===== config.mk =====
export PLATFORM = sky130hd
export DESIGN_NAME = tdm_frame_collector
export DESIGN_NICKNAME = d
export VERILOG_FILES = /design/src/rtl/tdm_frame_collector.sv
export SDC_FILE = /design/constraint.sdc
export NUM_CORES = 1
export LEC_CHECK = 0
export CAP_MARGIN = 20
export CORE_UTILIZATION = 50
export CTS_CLUSTER_SIZE = 12
export DETAILED_ROUTE_END_ITERATION = 6
export GPL_TIMING_DRIVEN = 0
export PLACE_DENSITY = 0.79
export SLEW_MARGIN = 10
export SYNTH_ARGS = -nofsm -noshare
export SYNTH_HDL_FRONTEND = slang
export SYNTH_SLANG_ARGS = --single-unit
export TNS_END_PERCENT = 30

===== constraint.sdc =====
create_clock -name clk -period 2.6 [get_ports clk]
set_input_delay 0.78 -clock clk [delete_from_list [all_inputs] [get_ports clk]]
set_output_delay 0.78 -clock clk [all_outputs]
set_load 0.005 [all_outputs]

===== src/rtl/tdm_frame_collector.sv =====
// TDM audio front end: deserializes an N_CH-slot TDM stream from raw pins, widens each
// sample to the core's fixed-point word and publishes one parallel frame per sample period.
module tdm_frame_collector #(
    parameter int N_CH        = 8,
    parameter int SLOT_BITS   = 32,
    parameter int SAMPLE_BITS = 24,
    parameter int WORD_W      = 36,
    parameter int FRAC_SHIFT  = 10
) (
    input  logic              clk,
    input  logic              reset_n,
    input  logic              sclk_in,
    input  logic              fs_in,
    input  logic              sd_in,
    output logic [WORD_W-1:0] inputs [N_CH],
    output logic              start,
    output logic              frame_err
);

    localparam int BIT_CW  = $clog2(SLOT_BITS);
    localparam int SLOT_CW = $clog2(N_CH);
    localparam logic [BIT_CW-1:0]  LAST_BIT   = BIT_CW'(SLOT_BITS - 1);
    localparam logic [BIT_CW-1:0]  SAMPLE_END = BIT_CW'(SAMPLE_BITS);
    localparam logic [SLOT_CW-1:0] LAST_SLOT  = SLOT_CW'(N_CH - 1);

    typedef enum logic [1:0] {IDLE, COLLECT, PUBLISH} state_e;

    state_e                 state_q, state_d;
    logic [2:0]             sclk_sync_q;
    logic [1:0]             fs_sync_q, sd_sync_q;
    logic                   fs_prev_q, fs_prev_d;
    logic [BIT_CW-1:0]      bit_cnt_q, bit_cnt_d;
    logic [SLOT_CW-1:0]     slot_cnt_q, slot_cnt_d;
    logic [SAMPLE_BITS-1:0] shift_q, shift_d;
    logic [SAMPLE_BITS-1:0] shadow_q [N_CH];
    logic [SAMPLE_BITS-1:0] shadow_d [N_CH];
    logic [WORD_W-1:0]      inputs_q [N_CH];
    logic [WORD_W-1:0]      inputs_d [N_CH];
    logic                   start_q, start_d;
    logic                   frame_err_q, frame_err_d;

    logic sclk_rise, fs_s, sd_s, marker;

    // Bit 2 of the sclk chain is the edge-detect stage; fs/sd are taken from the same depth.
    assign sclk_rise = sclk_sync_q[1] & ~sclk_sync_q[2];
    assign fs_s      = fs_sync_q[1];
    assign sd_s      = sd_sync_q[1];
    assign marker    = sclk_rise & fs_s & ~fs_prev_q;

    function automatic logic [WORD_W-1:0] to_word(input logic [SAMPLE_BITS-1:0] s);
        return {{(WORD_W - SAMPLE_BITS - FRAC_SHIFT){s[SAMPLE_BITS-1]}}, s, {FRAC_SHIFT{1'b0}}};
    endfunction

    always_comb begin
        // NOTE: every _d gets a default before the case so no path leaves it unassigned (no latches).
        state_d     = state_q;
        fs_prev_d   = fs_prev_q;
        bit_cnt_d   = bit_cnt_q;
        slot_cnt_d  = slot_cnt_q;
        shift_d     = shift_q;
        shadow_d    = shadow_q;
        inputs_d    = inputs_q;
        start_d     = 1'b0;
        frame_err_d = 1'b0;

        if (sclk_rise) fs_prev_d = fs_s;

        case (state_q)
            IDLE: begin
                if (marker) begin
                    shift_d    = {shift_q[SAMPLE_BITS-2:0], sd_s};
                    bit_cnt_d  = BIT_CW'(1);
                    slot_cnt_d = '0;
                    state_d    = COLLECT;
                end
            end
            COLLECT: begin
                if (marker) begin
                    // Marker mid-frame: drop the partial frame and resync on this bit.
                    frame_err_d = 1'b1;
                    shift_d     = {shift_q[SAMPLE_BITS-2:0], sd_s};
                    bit_cnt_d   = BIT_CW'(1);
                    slot_cnt_d  = '0;
                end else if (sclk_rise) begin
                    if (bit_cnt_q < SAMPLE_END) shift_d = {shift_q[SAMPLE_BITS-2:0], sd_s};
                    if (bit_cnt_q == LAST_BIT) begin
                        shadow_d[slot_cnt_q] = shift_d;
                        bit_cnt_d            = '0;
                        slot_cnt_d           = slot_cnt_q + SLOT_CW'(1);
                        if (slot_cnt_q == LAST_SLOT) state_d = PUBLISH;
                    end else begin
                        bit_cnt_d = bit_cnt_q + BIT_CW'(1);
                    end
                end
            end
            PUBLISH: begin
                for (int k = 0; k < N_CH; k++) inputs_d[k] = to_word(shadow_q[k]);
                start_d = 1'b1;
                state_d = IDLE;
            end
            default: state_d = IDLE;
        endcase
    end

    always_ff @(posedge clk or negedge reset_n) begin
        if (!reset_n) begin
            sclk_sync_q <= '0;
            fs_sync_q   <= '0;
            sd_sync_q   <= '0;
            state_q     <= IDLE;
            fs_prev_q   <= 1'b0;
            bit_cnt_q   <= '0;
            slot_cnt_q  <= '0;
            shift_q     <= '0;
            start_q     <= 1'b0;
            frame_err_q <= 1'b0;
            // NOTE: shadow and output words are reset explicitly, so they are flops, not RAM.
            for (int k = 0; k < N_CH; k++) begin
                shadow_q[k] <= '0;
                inputs_q[k] <= '0;
            end
        end else begin
            // NOTE: non-blocking everywhere here so all registers update from pre-edge values.
            sclk_sync_q <= {sclk_sync_q[1:0], sclk_in};
            fs_sync_q   <= {fs_sync_q[0], fs_in};
            sd_sync_q   <= {sd_sync_q[0], sd_in};
            state_q     <= state_d;
            fs_prev_q   <= fs_prev_d;
            bit_cnt_q   <= bit_cnt_d;
            slot_cnt_q  <= slot_cnt_d;
            shift_q     <= shift_d;
            shadow_q    <= shadow_d;
            inputs_q    <= inputs_d;
            start_q     <= start_d;
            frame_err_q <= frame_err_d;
        end
    end

    assign inputs    = inputs_q;
    assign start     = start_q;
    assign frame_err = frame_err_q;

endmodule


* Word-level counts from Yosys, hierarchy flattened
Index checks and enable logic that the tools add are counted.
Storage, ports and cells: flip-flop bits (word level) 428, output and inout port bits 290, logic and storage cells 86, input port bits 5
Operators by class: add/subtract/negate cells 2, muxes and demuxes 30, bitwise operators 7, reduce and logical (&&, ||, !) cells 7, order comparisons 3, eq/ne operators 11
Operator list (number):
- $bwmux 192 | 1
- $mux 24 | 8
- $demux 24 s3 | 1
- $pmux 24 s2 | 1
- $mux 5 | 4
- $mux 3 | 4
- $mux 2 | 5
- $ne 2x2->1 const B | 5
- $pmux 5 s2 | 1
- $reduce_and 4->1 | 2
- $ne 3x3->1 const B | 2
- $pmux 3 s2 | 1
- $add 5x1->5 const B | 1
- $eq 5x5->1 const B | 1
- $lt 5x5->1 const B | 1
- $reduce_and 5->1 | 1
- $ge 4x4->1 const B | 1
- $lt 4x1->1 const B | 1
- $not 3->4 | 1
- $pmux 2 s2 | 1
- $add 3x1->3 const B | 1
- $and 1x1->1 | 3
- $eq 3x3->1 const B | 1
- $mux 1 | 3
- other kinds (7) | 9

* Longest topological paths before layout
depth in word-level cells 9, depth in mapped cells 9, gate-level depth less buffers 7

* Worst setup path before layout
Ideal clock, no wire load.
kind register to register, start reg bit_cnt_q[0], end reg shadow_q[43] (netlist bit), library setup time 139 ps, arrival time 1977 ps, slack 484 ps, stages on the path, launching flop included 10, clock period less this slack 2116 ps, required time 2461 ps, path buffers 2, cells stage by stage dfrtp_1 > ha_1 > and3_1 > ha_1 > nand4b_1 > or4_4 > buf_6 > buf_6 > nand2_1 > o21ai_1
On the way: longest elaborated chain between the ends 6, elaborated cells on any way between the ends 8, those cells by class order compare: 1; eq/ne: 1; mux: 5; reduce/logical: 1
RTL lines:
- start: declaration | RTL line 32 | logic [BIT_CW-1:0] bit_cnt_q, bit_cnt_d;
- start signal: assignment | RTL line 129 | bit_cnt_q <= bit_cnt_d;
- $lt 5x5->1 | RTL line 85 | if (bit_cnt_q < SAMPLE_END) shift_d = {shift_q[SAMPLE_BITS-2:0], sd_s};
- $mux 24 | RTL line 85
- $mux 24 | RTL line 84 | end else if (sclk_rise) begin
- $mux 24 | RTL line 78 | if (marker) begin
- $mux 24 | RTL line 68 | case (state_q)
- $bwmux 192 | RTL line 87 | shadow_d[slot_cnt_q] = shift_d;
- end signal: assignment | RTL line 132 | shadow_q <= shadow_d;
- end: declaration | RTL line 35 | logic [SAMPLE_BITS-1:0] shadow_q [N_CH];
Parallel ways exist; a longest one is shown, timed or not. The select of a mux whose other input is x is not followed. A chain may end at the register's enable or synchronous reset.

* Worst setup path after layout
start reg bit_cnt_q[4], end reg shadow_q[89] (netlist bit)
The elaborated chain is that of the path after synthesis.

==> impl_metrics.ini <==
[critical_path]
ff2ff_path_depth = 4
cp.required_ns = 2.95
slowest_stage = mux2i_2
cp_max_fo = 10
crit_chain = nand2_1 > buf_2 > mux2i_2 > o21ai_0
crit_type = reg2reg
path_buf_inv = 1
cpPeakStageDelay_ns = 0.87
start_kind = register
worstSetupStartpoint = bit_cnt_q[4]
r2r_setup_slack_ns = 0.13
endpoint_kind = register
r2r-end = shadow_q[89]
r2r-start = bit_cnt_q[4]
crit_family = multiplexers
cp.arrival_ns = 2.82

[sta]
setup_ws_ns = 0.1286
setup_viol = 0
maxSlewViolCount = 0
rsz0062_at_grt = true
fin_skew_ns = 0.01636
hold_viol = 0
relSlewSlack_pct = 26.19
fin_crit_ns = 2.471
tightest_slew_ns = 1.086
fin_crit_sh_pct = 95.05
clock.fmax_ghz = 0.4046

[grt]
grt_overflow = 0
grt_max_degree = 119
grt_pass1_wl_mm = 69.03
antenna_found_initial = 0
grt_usage_pct = 26.62
grt_pass1_vias = 12760

[placed_design]
dpl_cell_area_um2 = 20060
port_buffers = 214
dp_hpwl_mm = 31.08
routabilityCongestion = 0.8769
dp_slack_ns = -0.04240

[synthesis]
ys_ff_latch = 428
synth_edf_count = 0
yosysTopAreaCell = dfrtp_1
synth_most_common_cell = nand2_1
avgSynthCellArea_um2 = 9.929
ys_warn_count = 0
synth_cells = 1686
ys.flop_type = dfrtp_1
ys_top_cells_by_count = nand2_1 (702), dfrtp_1 (428), buf_4 (98)
synth_top_area_share_pct = 63.98
ys_seq_area_share_pct = 63.98
async_flop_share_pct = 100.0
synth.area.top_cells = dfrtp_1 (64%), nand2_1 (16%), buf_4 (4.4%)
netlist_area_um2 = 16740
synth_cell_types = 40

[clock_tree]
numCtsBuffers = 43
worst_skew_pair.late_latency_ns = 0.53
clk_pin_slew_ns = 0.06
htree_levels = 2
cts_root_buf = clkbuf_16
cts.path.max_buffers = 3
cts_sinks = 428
cts_tree = yes

[detailed_routing]
wl_mm = 44.49
vias = 12770
routedWlPerCell_um = 17.78
first_pass_iters = 5
drc = 0
post_drt_via_cell_ratio = 5.105
drtIter0Drc = 1101
ant_nets = 0

[power_and_ir_drop]
power.density_nw_per_um2 = 660.6
p_leak_nw = 10.95
total_power_mw = 14.11
ir_drop_v = 0.0005146

[floorplanning]
rows = 66
pin_count = 295
start_util_pct = 51.19
coreArea_um2 = 32700
die_w_um = 185.0
dieArea_um2 = 34220
die_h_um = 185.0

[finish]
stdcell_area_um2 = 21360
drive_gt1_share_pct = 12.72
final_nets = 2052
area_growth_pct = 27.61
nFillCells = 2528
diodes = 0

[min_path]
hold_class = in2async

[outcome]
outcome = completed

[job]
drv_cap = 0
[cell type report]
type | count | area (µm²) | area share, %
Sequential cell | 428 | 10710 | 50.13
Timing Repair Buffer | 232 | 2395 | 11.21
Buffer | 183 | 1152 | 5.394
Inverter | 5 | 18.77 | 0.08785
Tap cell | 442 | 553.0 | 2.589
Clock buffer | 62 | 1270 | 5.945
Clock inverter | 1 | 5.005 | 0.02343
Multi-Input combinational cell | 1149 | 5259 | 24.62
[layout by cell type, fill, tap and decap left out, drive strengths merged, types with 5 or more instances in the layout]
cell type      Yosys  final
a21oi             73     73
buf              131    152
clkbuf            52    112
clkdlybuf4s50      0    213
conb               1     80
dfrtp            428    428
ha                 5      5
inv                5      5
mux2              26     26
mux2i             26     26
nand2            702    702
nor2              80     80
o21ai            122    122
[worst max-delay path by stage]
stage | endpoint | slack [ns] | depth (start not counted)
after floorplan | shadow_q[43] | 0.48 | 9
after global placement | inputs[269] | -17.06 | 1
after detailed placement | shadow_q[186] | -0.04 | 9
after CTS | shadow_q[145] | 0.009 | 8
after global routing | shadow_q[18] | -0.01 | 8
final | shadow_q[89] | 0.13 | 4
[timing repair]
action                                  CTS  global route
hold buffers                              0             0
resized for setup                         1             8
hold endpoints to repair                  0             0
buffers inserted                          0             1
endpoints found under the setup margin   14            60
pin swaps                                 0             2
[flip-flops by register name (all words and copies together), names as in the netlist, 2 cells and up]
signal,cells
inputs,192
shift_q,24
bit_cnt_q,5
sclk_sync_q,3
state_q,2
shadow_q,192
sd_sync_q,2
fs_sync_q,2
slot_cnt_q,3
[through the flow]
step	util [%]	cells	setup TNS [ns]	hold WS, ns
after detailed placement	61.33	2438	-0.2877	0.3355
after floorplan	-	1765	0	0.3312
after global routing	65.33	2502	-0.02191	0.3545
final	65.33	2502	0	0.2892
after CTS	65.25	2501	0	0.3252
after global placement	60.34	2421	-7305.01	0.3407
[per-layer routing]
layer  vias up  track usage, %  part of all wire (%)
met5         -               0                     0
met4         0           12.30                   4.6
met3       132           5.761                   7.5
met2       476           43.32                    48
met1      6272           34.15                    40
li1       5892               -                     -
[report_power, final]
| part | switching [mW] | internal [mW] | leakage [nW] |
|---|---|---|---|
| logic | 0.903 | 0.459 | 4.39 |
| clock network | 2.40 | 3.34 | 0.627 |
| registers | 0.201 | 6.81 | 5.93 |
| total | 3.51 | 10.6 | 10.9 |
[logic make-up after synthesis]
group                      share of synthesized area [%]
muxes                                              3.303
adders and majority gates                         0.3737
AOI/OAI and AO/OA                                  6.487
buffers and inverters                              6.981
other                                            0.02240
and+or+nand+nor                                    18.86
DFF                                                63.98
Note: power is estimated with default switching activity, not from simulation.
==> RTL edit 1 (config.mk and constraints unchanged) <==
Set the parameter `SLOT_BITS` to 64 (it was 32).
--- a/src/rtl/tdm_frame_collector.sv
+++ b/src/rtl/tdm_frame_collector.sv
@@ -4,3 +4,3 @@
     parameter int N_CH        = 8,
-    parameter int SLOT_BITS   = 32,
+    parameter int SLOT_BITS   = 64,
     parameter int SAMPLE_BITS = 24,
Behaviour: same outputs for any inputs over 4 cycles, from zero or initial values and one cycle with reset_n low; that may be too few to reach the edited logic, so the function may still have changed.
==> RTL edit 1 against the original RTL <==
Sequential cell count increased by 1; routed wire length decreased by 4.3%; count of clock-buffer cells in the layout decreased by 1; synthesized area increased by 3.1%; synthesized cell count decreased by 11%; via count decreased by 8.5%; cell area increased by 1.5%; total power decreased by 2.1%; worst setup slack got worse by 0.082 ns; largest cell class unchanged; highest routed layer unchanged.
==> RTL edit 1: results (changes against the original RTL) <==
outcome -> complete, no violations
Fill cells -> 2,576 (+1.9%)
Post-DP Area -> 0.0204 mm^2 (+1.5%)
Max Clk Rate -> 392 MHz (-3.2%)
top post-synthesis cells by count -> nand2_1 (587), dfrtp_1 (429), mux2_2 (203)
clk root buf -> clkbuf_16
nets -> 1,848 (-9.9%)
Clock Latency Late Sink -> 0.53 ns (about the same)
DRT antenna net count -> 0 (unchanged)
Routed WL -> 42,600 um (-4.3%)
DRT iter0 DRCs -> 724 (-34%)
reg2reg end -> shadow_q[159]
PortBufs -> 214 (unchanged)
initial antenna violation count -> 0 (unchanged)
Synth area leaders -> dfrtp_1 (62%), mux2_2 (13%), nand2_1 (13%), buf_4 (4.2%), mux2_4 (1.7%)
Leak Pwr -> 11.5 nW (+5.1%)
Setup WS pre-CTS -> -0.235 ns (-0.192 ns)
slowest CP cell -> nor4_4
Max-slew headroom -> 45.5% (+19 points)
ys async rst share -> 100% (unchanged)
DR vias -> 11,700 (-8.5%)
Hold Crit Class -> in2async
n_diodes -> 0 (unchanged)
drt pass-1 iters -> 5 (unchanged)
via/cell ratio -> 5.07 (-0.71%)
delay-heaviest family, CP -> simple AND/OR/NAND/NOR gates
r2r setup slk -> 0.05 ns (-0.08 ns)
setup violators final -> 0 (unchanged)
GRT Util Overall -> 24.4% (-2.2 points)
worst reg2reg startpoint -> sclk_sync_q[1]
Mean Syn Cell Area -> 11.5 um^2 (+16%)
layout cell share with drive strength beyond 1 -> 22.2% (+9.5 points)
CTS HTree Levels -> 2 (unchanged)
register clock-pin slew on the reported worst setup and hold paths -> 0.06 ns (about the same)
vias in the first global route -> 11,900 (-7.1%)
RePlAce Congestion -> 0.824 (-6.1%)
Setup Skew -> 0.0135 ns (-0.00287 ns)
Seq/Total Area, Yosys -> 62.2% (-1.8 points)
crit path max fanout -> 10 (unchanged)
Reg2Reg Depth -> 7 (+3)
largest net degree at the start of global routing -> 116 (-2.5%)
Clock Tree Buf Depth -> 3 (unchanged)
Crit Path Class -> reg2reg
dpl hpwl -> 28,900 um (-7.0%)
Top FF cell, synth -> dfrtp_1
placed cell count -> 2,240 (-8.1%)
CTS Buf Count -> 43 (unchanged)
VDD IR max -> 0.000452 V (-12%)
Netlist cell types -> 35 (-13%)
crit path DAT -> 2.97 ns (+0.15 ns)
synth warn -> 0 (unchanged)
Critical Path Max Stage Delay -> 0.60 ns (-0.27 ns)
first-pass GRT wire length -> 66,300 um (-4.0%)
[RTL edit 1: changes by cell type after synthesis, sizes merged, moves of 24 or more]
| cell | delta |
|---|---|
| a21oi | -67 |
| mux2 | +216 |
| mux2i | -24 |
| nand2 | -115 |
| nor2 | -78 |
| o21ai | -114 |
[RTL edit 1: how the worst min path moves through the flow]
stage / from / end / slack, ns / cells after the start
6_report: reset_n / inputs[84] / 0.03 / 1
5_1_grt: reset_n / inputs[82] / 0.02 / 1
4_1_cts: reset_n / inputs[82] / 0.02 / 1
3_5_place_dp: fs_sync_q[0] / fs_sync_q[1] / 0.34 / 0
3_3_place_gp: fs_sync_q[0] / fs_sync_q[1] / 0.34 / 0
2_1_floorplan: fs_sync_q[0] / fs_sync_q[1] / 0.33 / 0
[RTL edit 1: worst reg2reg max path: cells and delay by family, from the launching register on]
family	cells	cell delay (ns)
muxes	1	0.35
DFF	1	0.41
and+or+nand+nor	2	0.75
AOI/OAI and AO/OA	1	0.32
buffers and inverters	3	0.60
[RTL edit 1: timing repair]
action	in CTS	in global routing
resized for setup	5	14
buffers inserted	2	2
endpoints found under the setup margin	63	118
pin swaps	1	2
[RTL edit 1: cell type report]
| cell class | instances | area (um^2) | area share [%] |
|---|---|---|---|
| clock inverters | 2 | 10.0 | 0.0462 |
| repair buffers | 222 | 2290 | 10.6 |
| flip-flops and latches | 429 | 10700 | 49.5 |
| multi-input cells | 967 | 5730 | 26.5 |
| clock buffers | 61 | 1240 | 5.70 |
| plain buffers | 168 | 1080 | 4.98 |
| inverters | 9 | 33.8 | 0.156 |
| well taps | 448 | 561 | 2.59 |
[RTL edit 1: power breakdown]
| group | leakage [nW] | total [mW] | switching [mW] | internal [mW] |
|---|---|---|---|---|
| Clock | 0.611 | 5.67 | 2.42 | 3.26 |
| Combinational | 4.95 | 1.16 | 0.773 | 0.388 |
| Sequential | 5.94 | 6.98 | 0.147 | 6.83 |
| Total | 11.5 | 13.8 | 3.34 | 10.5 |
[RTL edit 1: metal layers]
layer,track usage [%],vias to the layer above,part of all wire [%]
met4,8.35,0,3.0
met2,40.7,404,48
met5,0,-,0
met3,3.93,83,6.3
li1,-,5322,-
met1,32.6,5879,42
[RTL edit 1: cells by family (layout without fill, tap and decap cells)]
group / Yosys count / in the layout / share of synthesized area (%)
fa+ha+maj: 3 / 3 / 0.218
compound gates: 19 / 19 / 0.624
buf+inv: 178 / 462 / 6.30
flops: 429 / 429 / 62.2
simple gates: 621 / 621 / 14.3
mux: 244 / 244 / 16.3
other cells: 1 / 80 / 0.0217
==> RTL edit 2 (same flow settings) <==
Without the edit above. Make the reset (`reset_n`) synchronous in one clocked block.
--- a/src/rtl/tdm_frame_collector.sv
+++ b/src/rtl/tdm_frame_collector.sv
@@ -104,3 +104,3 @@
 
-    always_ff @(posedge clk or negedge reset_n) begin
+    always_ff @(posedge clk) begin
         if (!reset_n) begin
Behaviour: no difference found for any inputs over 4 cycles, from zero or initial values and one cycle with reset_n low; that may be too few to reach the edited logic, so the function may still have changed.
==> RTL edit 2 against the original RTL <==
Maximum frequency grew 2.8%; sequential share of layout area shrank 6.4 points; worst setup slack gained 0.067 ns; cell area shrank 8.4%; critical path depth shrank 2; synthesized area shrank 7.6%; synthesized cell count grew 6.8%; count of clock-buffer cells in the layout shrank 9; sequential cell count is the same; routed wire length shrank 2.5%.
Power is not compared: it rests on default switching activity, and its combinational part moved more than twofold at a synthesized area within 25%.
==> RTL edit 2: results (changes against the original RTL) <==
Signal buffers -> 447 (+7.7%)
final instance area -> 0.0196 mm^2 (-8.4%)
r2r setup slk -> 0.24 ns (+0.11 ns)
#MultiIn Comb -> 1,215 (+5.7%)
top post-synthesis cells by count -> nand2_1 (442), dfxtp_1 (428), nand3_1 (201)
met3 wire len -> 3740 um (+12%)
worst hold slack -> 0.433 ns (+0.143 ns)
met1 WL -> 18,300 um (+3.4%)
outcome -> complete, no violations
CTS Buf Count -> 42 (-2.3%)
PortBufs -> 213 (-0.47%)
inverters -> 2 (-3)
Routed WL -> 43,400 um (-2.5%)
Reg2Reg Depth -> 9 (+5)
GRT Util Overall -> 26.9% (+0.27 points)
grt met1 use -> 35.2% (+1.0 points)
met2 Use GR -> 42.4% (-0.94 points)
Post-DP Area -> 0.0184 mm^2 (-8.3%)
Fill cells -> 2,499 (-1.1%)
DR WL met2 -> 19,300 um (-9.8%)
multi-input gate share of total cell area -> 30.0% (+5.4 points)
vias in the first global route -> 12,600 (-1.3%)
worst setup path startpoint -> inputs[213]
worst reg2reg startpoint -> bit_cnt_q[0]
met3 Usage GRT -> 5.12% (-0.64 points)
first-pass GRT wire length -> 66,000 um (-4.3%)
Setup WS pre-CTS -> 0.00700 ns (+0.0494 ns)
## RTL edit 2: metrics by stage
stage                     utilization, %  power, mW  instances
after floorplan                        -       6.93       1879
after global placement              60.3       6.99       2488
after detailed placement            60.3       6.99       2488
after CTS                           64.2       12.4       2543
after global routing                64.2       12.7       2543
final                               64.2       12.3       2543
## RTL edit 2: worst max path at each step
stage | endpoint | slack (ns) | depth (start not counted)
5_1_grt | shadow_q[150] | 0.12 | 9
3_5_place_dp | inputs[176] | 0.007 | 5
2_1_floorplan | shadow_q[89] | 0.72 | 9
3_3_place_gp | inputs[119] | 0.02 | 5
6_report | inputs[215] | 0.20 | 2
4_1_cts | inputs[215] | 0.19 | 2
## RTL edit 2: kinds of logic after synthesis
kind of cell	count (synthesis)	synth area share [%]
AOI/OAI and AO/OA	394	13.0
adders and majority gates	5	0.404
buffers and inverters	236	8.57
DFF	428	55.4
muxes	52	3.56
other	1	0.0242
and+or+nand+nor	684	19.1
